`src/rtl/pll_seq_pkg.sv`:
```
// Shared definitions for the PLL reset sequencer: state encodings, domain indices, helpers.
// Latency: n/a (types and constants only).
// Backpressure: n/a.
package pll_seq_pkg;

  // Sequencer states; encodings are visible on seq_state for debug.
  typedef enum logic [2:0] {
    PLL_RST   = 3'd0,
    WAIT_LOCK = 3'd1,
    STABLE    = 3'd2,
    RELEASE   = 3'd3,
    RUN       = 3'd4,
    LOST      = 3'd5
  } seq_state_e;

  // Domain reset bit positions, in release order.
  localparam int DOM_SDRAM = 0;
  localparam int DOM_MEM   = 1;
  localparam int DOM_CPU   = 2;
  localparam int DOM_COPRO = 3;

  // Largest of four values; sizes the shared cycle counter.
  function automatic int max4(input int a, input int b, input int c, input int d);
    int m;
    m = a;
    if (b > m) m = b;
    if (c > m) m = c;
    if (d > m) m = d;
    return m;
  endfunction

endpackage

```
`src/rtl/pll_lock_filter.sv`:
```
// Synchronises raw PLL lock and declares lock loss after LOSS_FILTER consecutive unlocked samples.
// Latency: lock_s trails pll_locked by 2 cycles; lock_lost is combinational on the synchronised sample.
// Backpressure: none; free-running, loss counting only while enable is high.
module pll_lock_filter #(
  parameter int LOSS_FILTER = 4
) (
  input  logic clock,
  input  logic reset,
  input  logic pll_locked,
  input  logic enable,
  output logic lock_s,
  output logic lock_lost
);

  localparam int              LW   = $clog2(LOSS_FILTER) + 1;
  localparam logic [LW-1:0]   LAST = LW'(LOSS_FILTER - 1);

  logic          sync1_q;
  logic          sync2_q;
  logic [LW-1:0] lcnt_q;
  logic [LW-1:0] lcnt_d;

  // Two-flop synchroniser for the asynchronous PLL lock signal.
  always_ff @(posedge clock or posedge reset) begin
    if (reset) begin
      sync1_q <= 1'b0;
      sync2_q <= 1'b0;
    end else begin
      sync1_q <= pll_locked;
      sync2_q <= sync1_q;
    end
  end

  // Consecutive-unlocked counter; cleared by any locked sample or when filtering is disabled.
  always_comb begin
    lcnt_d = '0;
    if (enable && !sync2_q) begin
      lcnt_d = (lcnt_q == LAST) ? lcnt_q : lcnt_q + 1'b1;
    end
  end

  // Loss counter register.
  always_ff @(posedge clock or posedge reset) begin
    if (reset) lcnt_q <= '0;
    else       lcnt_q <= lcnt_d;
  end

  assign lock_s    = sync2_q;
  // The current unlocked sample is the LOSS_FILTER-th in a row.
  assign lock_lost = enable && !sync2_q && (lcnt_q == LAST);

endmodule

```
`src/rtl/pll_reset_sequencer.sv`:
```
// Pulses PLL reset, qualifies lock, then releases domain resets in order; re-locks on loss or request.
// Latency: all outputs registered; lock input seen 2 cycles late through the synchroniser.
// Backpressure: none; relock_req is a single-cycle pulse honoured only in RELEASE/RUN.
module pll_reset_sequencer
  import pll_seq_pkg::*;
#(
  parameter int NUM_DOMAINS    = 4,
  parameter int PLL_RST_CYCLES = 16,
  parameter int LOCK_TIMEOUT   = 65536,
  parameter int STABLE_CYCLES  = 1024,
  parameter int STAGE_GAP      = 16,
  parameter int LOSS_FILTER    = 4
) (
  input  logic                   clock,
  input  logic                   reset,
  input  logic                   pll_locked,
  input  logic                   relock_req,
  output logic                   pll_rst,
  output logic [NUM_DOMAINS-1:0] domain_rst,
  output logic                   ready,
  output logic [7:0]             relock_count,
  output logic [2:0]             seq_state
);

  localparam int            CNT_MAX  = max4(PLL_RST_CYCLES, LOCK_TIMEOUT, STABLE_CYCLES, STAGE_GAP);
  localparam int            CW       = $clog2(CNT_MAX) + 1;
  localparam int            IW       = $clog2(NUM_DOMAINS) + 1;
  localparam logic [CW-1:0] RST_LAST = CW'(PLL_RST_CYCLES - 1);
  localparam logic [CW-1:0] TO_LAST  = CW'(LOCK_TIMEOUT - 1);
  localparam logic [CW-1:0] STB_LAST = CW'(STABLE_CYCLES - 1);
  localparam logic [CW-1:0] GAP_LAST = CW'(STAGE_GAP - 1);
  localparam logic [IW-1:0] IDX_LAST = IW'(NUM_DOMAINS - 1);

  seq_state_e             state_q, state_d;
  logic [CW-1:0]          cnt_q, cnt_d;
  logic [IW-1:0]          idx_q, idx_d;
  logic                   pll_rst_q, pll_rst_d;
  logic [NUM_DOMAINS-1:0] dom_q, dom_d;
  logic                   ready_q, ready_d;
  logic [7:0]             rc_q, rc_d;
  logic [7:0]             rc_inc;
  logic                   lock_s;
  logic                   lock_lost;
  logic                   loss_en;

  // Loss filtering only matters once domains start coming out of reset.
  assign loss_en = (state_q == RELEASE) || (state_q == RUN);
  assign rc_inc  = (rc_q == 8'hFF) ? rc_q : rc_q + 8'd1;

  pll_lock_filter #(
    .LOSS_FILTER (LOSS_FILTER)
  ) u_lock_filter (
    .clock      (clock),
    .reset      (reset),
    .pll_locked (pll_locked),
    .enable     (loss_en),
    .lock_s     (lock_s),
    .lock_lost  (lock_lost)
  );

  // State, counters and registered outputs.
  always_ff @(posedge clock or posedge reset) begin
    if (reset) begin
      state_q   <= PLL_RST;
      cnt_q     <= '0;
      idx_q     <= '0;
      pll_rst_q <= 1'b1;
      dom_q     <= '1;
      ready_q   <= 1'b0;
      rc_q      <= 8'd0;
    end else begin
      state_q   <= state_d;
      cnt_q     <= cnt_d;
      idx_q     <= idx_d;
      pll_rst_q <= pll_rst_d;
      dom_q     <= dom_d;
      ready_q   <= ready_d;
      rc_q      <= rc_d;
    end
  end

  // Next-state and next-output logic for the lock/release sequence.
  always_comb begin
    state_d   = state_q;
    cnt_d     = cnt_q;
    idx_d     = idx_q;
    pll_rst_d = pll_rst_q;
    dom_d     = dom_q;
    ready_d   = ready_q;
    rc_d      = rc_q;

    case (state_q)
      PLL_RST: begin
        if (cnt_q == RST_LAST) begin
          state_d   = WAIT_LOCK;
          pll_rst_d = 1'b0;
          cnt_d     = '0;
        end else begin
          cnt_d = cnt_q + 1'b1;
        end
      end

      WAIT_LOCK: begin
        if (lock_s) begin
          state_d = STABLE;
          cnt_d   = '0;
        end else if (cnt_q == TO_LAST) begin
          state_d   = PLL_RST;
          pll_rst_d = 1'b1;
          cnt_d     = '0;
          rc_d      = rc_inc;
        end else begin
          cnt_d = cnt_q + 1'b1;
        end
      end

      STABLE: begin
        // Any glitch here restarts the lock wait with a fresh timeout.
        if (!lock_s) begin
          state_d = WAIT_LOCK;
          cnt_d   = '0;
        end else if (cnt_q == STB_LAST) begin
          state_d = RELEASE;
          cnt_d   = '0;
          idx_d   = IW'(DOM_SDRAM);
        end else begin
          cnt_d = cnt_q + 1'b1;
        end
      end

      RELEASE: begin
        // Loss takes priority over a release due in the same cycle.
        if (lock_lost || relock_req) begin
          state_d = LOST;
          dom_d   = '1;
          ready_d = 1'b0;
          cnt_d   = '0;
        end else if (cnt_q == GAP_LAST) begin
          cnt_d = '0;
          for (int i = 0; i < NUM_DOMAINS; i++) begin
            if (idx_q == IW'(i)) dom_d[i] = 1'b0;
          end
          if (idx_q == IDX_LAST) begin
            state_d = RUN;
            ready_d = 1'b1;
          end else begin
            idx_d = idx_q + 1'b1;
          end
        end else begin
          cnt_d = cnt_q + 1'b1;
        end
      end

      RUN: begin
        if (lock_lost || relock_req) begin
          state_d = LOST;
          dom_d   = '1;
          ready_d = 1'b0;
          cnt_d   = '0;
        end
      end

      LOST: begin
        state_d   = PLL_RST;
        pll_rst_d = 1'b1;
        cnt_d     = '0;
        rc_d      = rc_inc;
      end

      default: begin
        state_d   = PLL_RST;
        pll_rst_d = 1'b1;
        dom_d     = '1;
        ready_d   = 1'b0;
        cnt_d     = '0;
      end
    endcase
  end

  assign pll_rst      = pll_rst_q;
  assign domain_rst   = dom_q;
  assign ready        = ready_q;
  assign relock_count = rc_q;
  assign seq_state    = state_q;

endmodule
```
`config.mk`:
```
export PLATFORM = sky130hd
export DESIGN_NAME = pll_reset_sequencer
export DESIGN_NICKNAME = d
export VERILOG_FILES = /design/src/rtl/pll_seq_pkg.sv /design/src/rtl/pll_lock_filter.sv /design/src/rtl/pll_reset_sequencer.sv
export SDC_FILE = /design/constraint.sdc
export NUM_CORES = 1
export LEC_CHECK = 0
export CAP_MARGIN = 5
export CORE_ASPECT_RATIO = 1.1
export CORE_UTILIZATION = 50
export DETAILED_ROUTE_END_ITERATION = 6
export PLACE_DENSITY = 0.74
export SLEW_MARGIN = 15
export SYNTH_ARGS = -nofsm -noshare
export SYNTH_HDL_FRONTEND = slang
export SYNTH_HIERARCHICAL = 1
export SYNTH_SLANG_ARGS = --single-unit
```
`constraint.sdc`:
```
create_clock -name clock -period 8.5 [get_ports clock]
set_input_delay 1.7 -clock clock [delete_from_list [all_inputs] [get_ports clock]]
set_output_delay 1.7 -clock clock [all_outputs]
set_load 0.02 [all_outputs]
```
==> results by group <==
Power and ir drop
  – Leakage Power: between 1 and 1.5 nW
  – Tot Pwr: between 0.6 and 0.7 mW
  – Worst VDD drop: just over 0.1 mV
  – P per Cell Area: between 200 and 250 nW/um2

Outcome
  – Outcome: finished with violations
  – Failing checks: DRC

Synthesis
  – Synth Area in Simple Gates: about a quarter
  – Synth warn: 6
  – Synth Area in XOR/XNOR: roughly 4%
  – Main combinational cell family by area after synthesis: simple AND/OR/NAND/NOR gates
  – Synth Area in Adders: 5.74%
  – Post-synth EDFFs: 0
  – Mapped Nets: between 200 and 300
  – Main synth FF type: dfrtp_1
  – Mux cell area share after synthesis: about 2.3%
  – Post-Syn Instances: ~270
  – Average cell area after synthesis: ~9 um2
  – Post-synthesis cell type count: 44
  – Yosys reg bits: 42
  – Post-synth ARST share: between 90% and 100%
  – Compound-Gate Fraction of Synth Area: approximately 14%
  – Register area share after synthesis: around 44%
  – Post-synthesis cell area: 2400 um2

Run
  – Max-cap violations: 0

Global routing
  – GRT Overall Usage: 19.3%
  – Global-route wire length before repair: around 7400 um
  – Number of global-route vias before repair: 1,703
  – Largest net degree at the start of global routing: 38
  – Grt ovf: 0
  – Initial antenna violation count: 0

Setup path
  – Worst R2R End: relock_count[1]$_DFFE_PP0P_
  – Internal reg-to-reg setup slack: 5.34 ns
  – Worst r2r src: cnt_q[0]$_DFFE_PP0N_
  – Worst setup path class: input port to register
  – Worst reg2reg path depth: 11
  – Critical Path End Type: register
  – Critical Path Fanout Max: 15
  – Crit path required time: 8.71 ns
  – Crit start category: input port
  – Worst path arrival time: approximately 3.5 ns

Detailed routing
  – Routed wire per std cell: between 10 and 15 um
  – Final antenna-violating net count: 0
  – Iter 0 DRT Violations: 101
  – Routed wire length: approximately 4300 um
  – DRC viols: 1
  – Vias/cell: 5.44
  – Vias: ~1.9k
  – First drt pass iteration count: 6

STA
  – Worst rel slew slack: between 40% and 50%
  – Final setup violation count: 0
  – Achievable Freq: a little over 0.3 GHz
  – RSZ-0062 raised after global routing: no
  – Setup_tns: 0 ns
  – Final worst path period share: 38.6%
  – Slew Viols, Final: 0
  – Min cycle time layout: around 3.3 ns
  – Setup Skew: about 0.006 ns
  – Final hold violation count: 0
  – Slew @ Worst Pin: about 0.74 ns
  – Hold slack final: 0.356 ns

Layout
  – Layout Nets: 300
  – Synthesis-to-finish area growth: 13.9%
  – Antenna cells: 0
  – Layout cells sized above 1: 8.39%

Floorplanning
  – Starting Density: between 50% and 60%
  – Die W: just under 70 um
  – Chip Height: 74.6 um
  – Cell row count: 26
  – Core area: 4620 um2
  – I/O Pins: 21
  – Die area: 5070 um2

Placed design
  – HPWL after DPL: 3030 um
  – RePlAce Congestion: 0.760
  – IO Port Bufs: 20

Clock network
  – Insertion delay to the later sink of the worst-skew pair: between 0.2 and 0.3 ns
  – CTS tree: built
  – Root Buffer: clkbuf_8
  – Postcts setup bufs: 0
  – Number of gates resized after CTS: 0
  – CTS Hold Bufs: 0
  – Clock Sink Count: 42
  – CTS Buffer Depth: 2
  – Clock slew at reported path FFs: 0.08 ns
  – Num CTS Buffers: 5
  – H-tree depth: 2

Worst hold path
  – Worst Hold Class: register to register
  – Hold path startpoint: u_lock_filter/sync1_q$_DFF_PP0_
  – Hold depth: 0
  – Hold endpoint: u_lock_filter/lock_s$_DFF_PP0_
-- through the flow --
| step | instances | utilization, % | area, um2 | setup WS, ns |
|---|---|---|---|---|
| 4_1_cts | 342 | 59.1 | 2730 | 5.24 |
| 3_3_place_gp | 334 | 57.1 | 2640 | 4.97 |
| 6_report | 342 | 59.1 | 2730 | 5.22 |
| 3_5_place_dp | 334 | 57.1 | 2640 | 4.95 |
| 2_1_floorplan | 265 | - | 2400 | 5.67 |
| 5_1_grt | 342 | 59.1 | 2730 | 5.02 |
-- cell type report --
type / count / area (um2)
Sequential cell: 42 / 1060
Clock buffer: 7 / 86.3
Clock inverter: 1 / 5.00
Inverter: 17 / 63.8
Timing Repair Buffer: 22 / 215
Fill cell: 433 / 1890
Tap cell: 56 / 70.1
Multi-Input combinational cell: 197 / 1230
-- metal layers --
| metal | GRT usage [%] | vias up | wire (um) |
|---|---|---|---|
| met5 | 0 | - | 0 |
| met4 | 8.56 | 0 | 87 |
| met3 | 3.68 | 7 | 106 |
| met2 | 32.5 | 28 | 2150 |
| met1 | 23.9 | 874 | 2000 |
| li1 | - | 951 | - |
-- worst max-delay path by stage --
stage	from	to	slack (ns)	cells past startpoint
after floorplan	relock_req	cnt_q[0]$_DFFE_PP0N_	5.67	6
after global placement	relock_req	cnt_q[14]$_DFFE_PP0N_	4.97	6
after detailed placement	relock_req	cnt_q[14]$_DFFE_PP0N_	4.95	6
after CTS	seq_state[2]$_DFFE_PP0P_	seq_state[2]	5.24	1
after global routing	relock_req	cnt_q[14]$_DFFE_PP0N_	5.02	6
final	relock_req	cnt_q[14]$_DFFE_PP0N_	5.22	6
-- worst max-delay path, stage by stage --
cell and delay, ns:
clkdlybuf4s50_1 0.49, nor4bb_1 0.31, o21ba_2 0.17, o21a_1 0.44, o21ai_0 0.17, a22oi_1 0.20
-- logic make-up after synthesis --
| logic type | count (synthesis) |
|---|---|
| muxes | 5 |
| and+or+nand+nor | 122 |
| AOI/OAI and AO/OA | 48 |
| adders and majority gates | 11 |
| DFF | 42 |
| buffers and inverters | 26 |
| xor gates and xnor gates | 11 |
-- layout by cell type (no fill, tap or decap), types with 5 or more instances in the layout --
cell             instances
nand2_1                 41
dfrtp_1                 37
nor2_1                  25
clkdlybuf4s50_1         20
inv_1                   17
o22ai_1                 12
ha_1                    11
nand3_1                 10
o21ai_0                  9
xnor2_1                  8
nor3_1                   8
and2_1                   7
clkbuf_8                 6
nor2b_1                  5
o21a_1                   5
dfstp_2                  5
-- cells in the mapped netlist (all sizes together) (3+ instances only) --
cell type | count | area share [%]
o21ai | 9 | 1.9
dfrtp | 37 | 39
ha | 11 | 5.7
a21oi | 4 | 0.84
a22oi | 3 | 0.94
nand4 | 4 | 1.3
o21a | 5 | 1.6
inv | 17 | 2.7
and3 | 3 | 0.78
buf | 5 | 1.1
nor2b | 5 | 1.3
nor2 | 25 | 3.9
nand2b | 5 | 1.6
a21o | 4 | 1.3
nor4 | 4 | 1.0
nand2 | 41 | 6.4
xnor2 | 8 | 2.9
dfstp | 5 | 5.5
and2 | 7 | 1.8
nand3 | 10 | 2.1
mux2 | 4 | 1.9
o22ai | 12 | 3.1
clkbuf | 4 | 0.63
xor2 | 3 | 1.1
nor3 | 8 | 1.7
-- power breakdown --
part           leakage (nW)  switching, mW  total, mW  internal, mW
combinational         0.603          0.135      0.240         0.104
clock                0.0482         0.0650      0.130        0.0655
sequential            0.552         0.0397      0.272         0.233
total                  1.20          0.240      0.642         0.402
-- sequential cells by signal (all words and copies together), names as in the netlist --
name and flops:
cnt_q 17, domain_rst 4, idx_q 3, pll_rst 1, ready 1, relock_count 8, seq_state 3, u_lock_filter/lcnt_q 3
u_lock_filter/lock_s 1, u_lock_filter/sync1_q 1
Note: power is estimated with default switching activity, not from simulation.
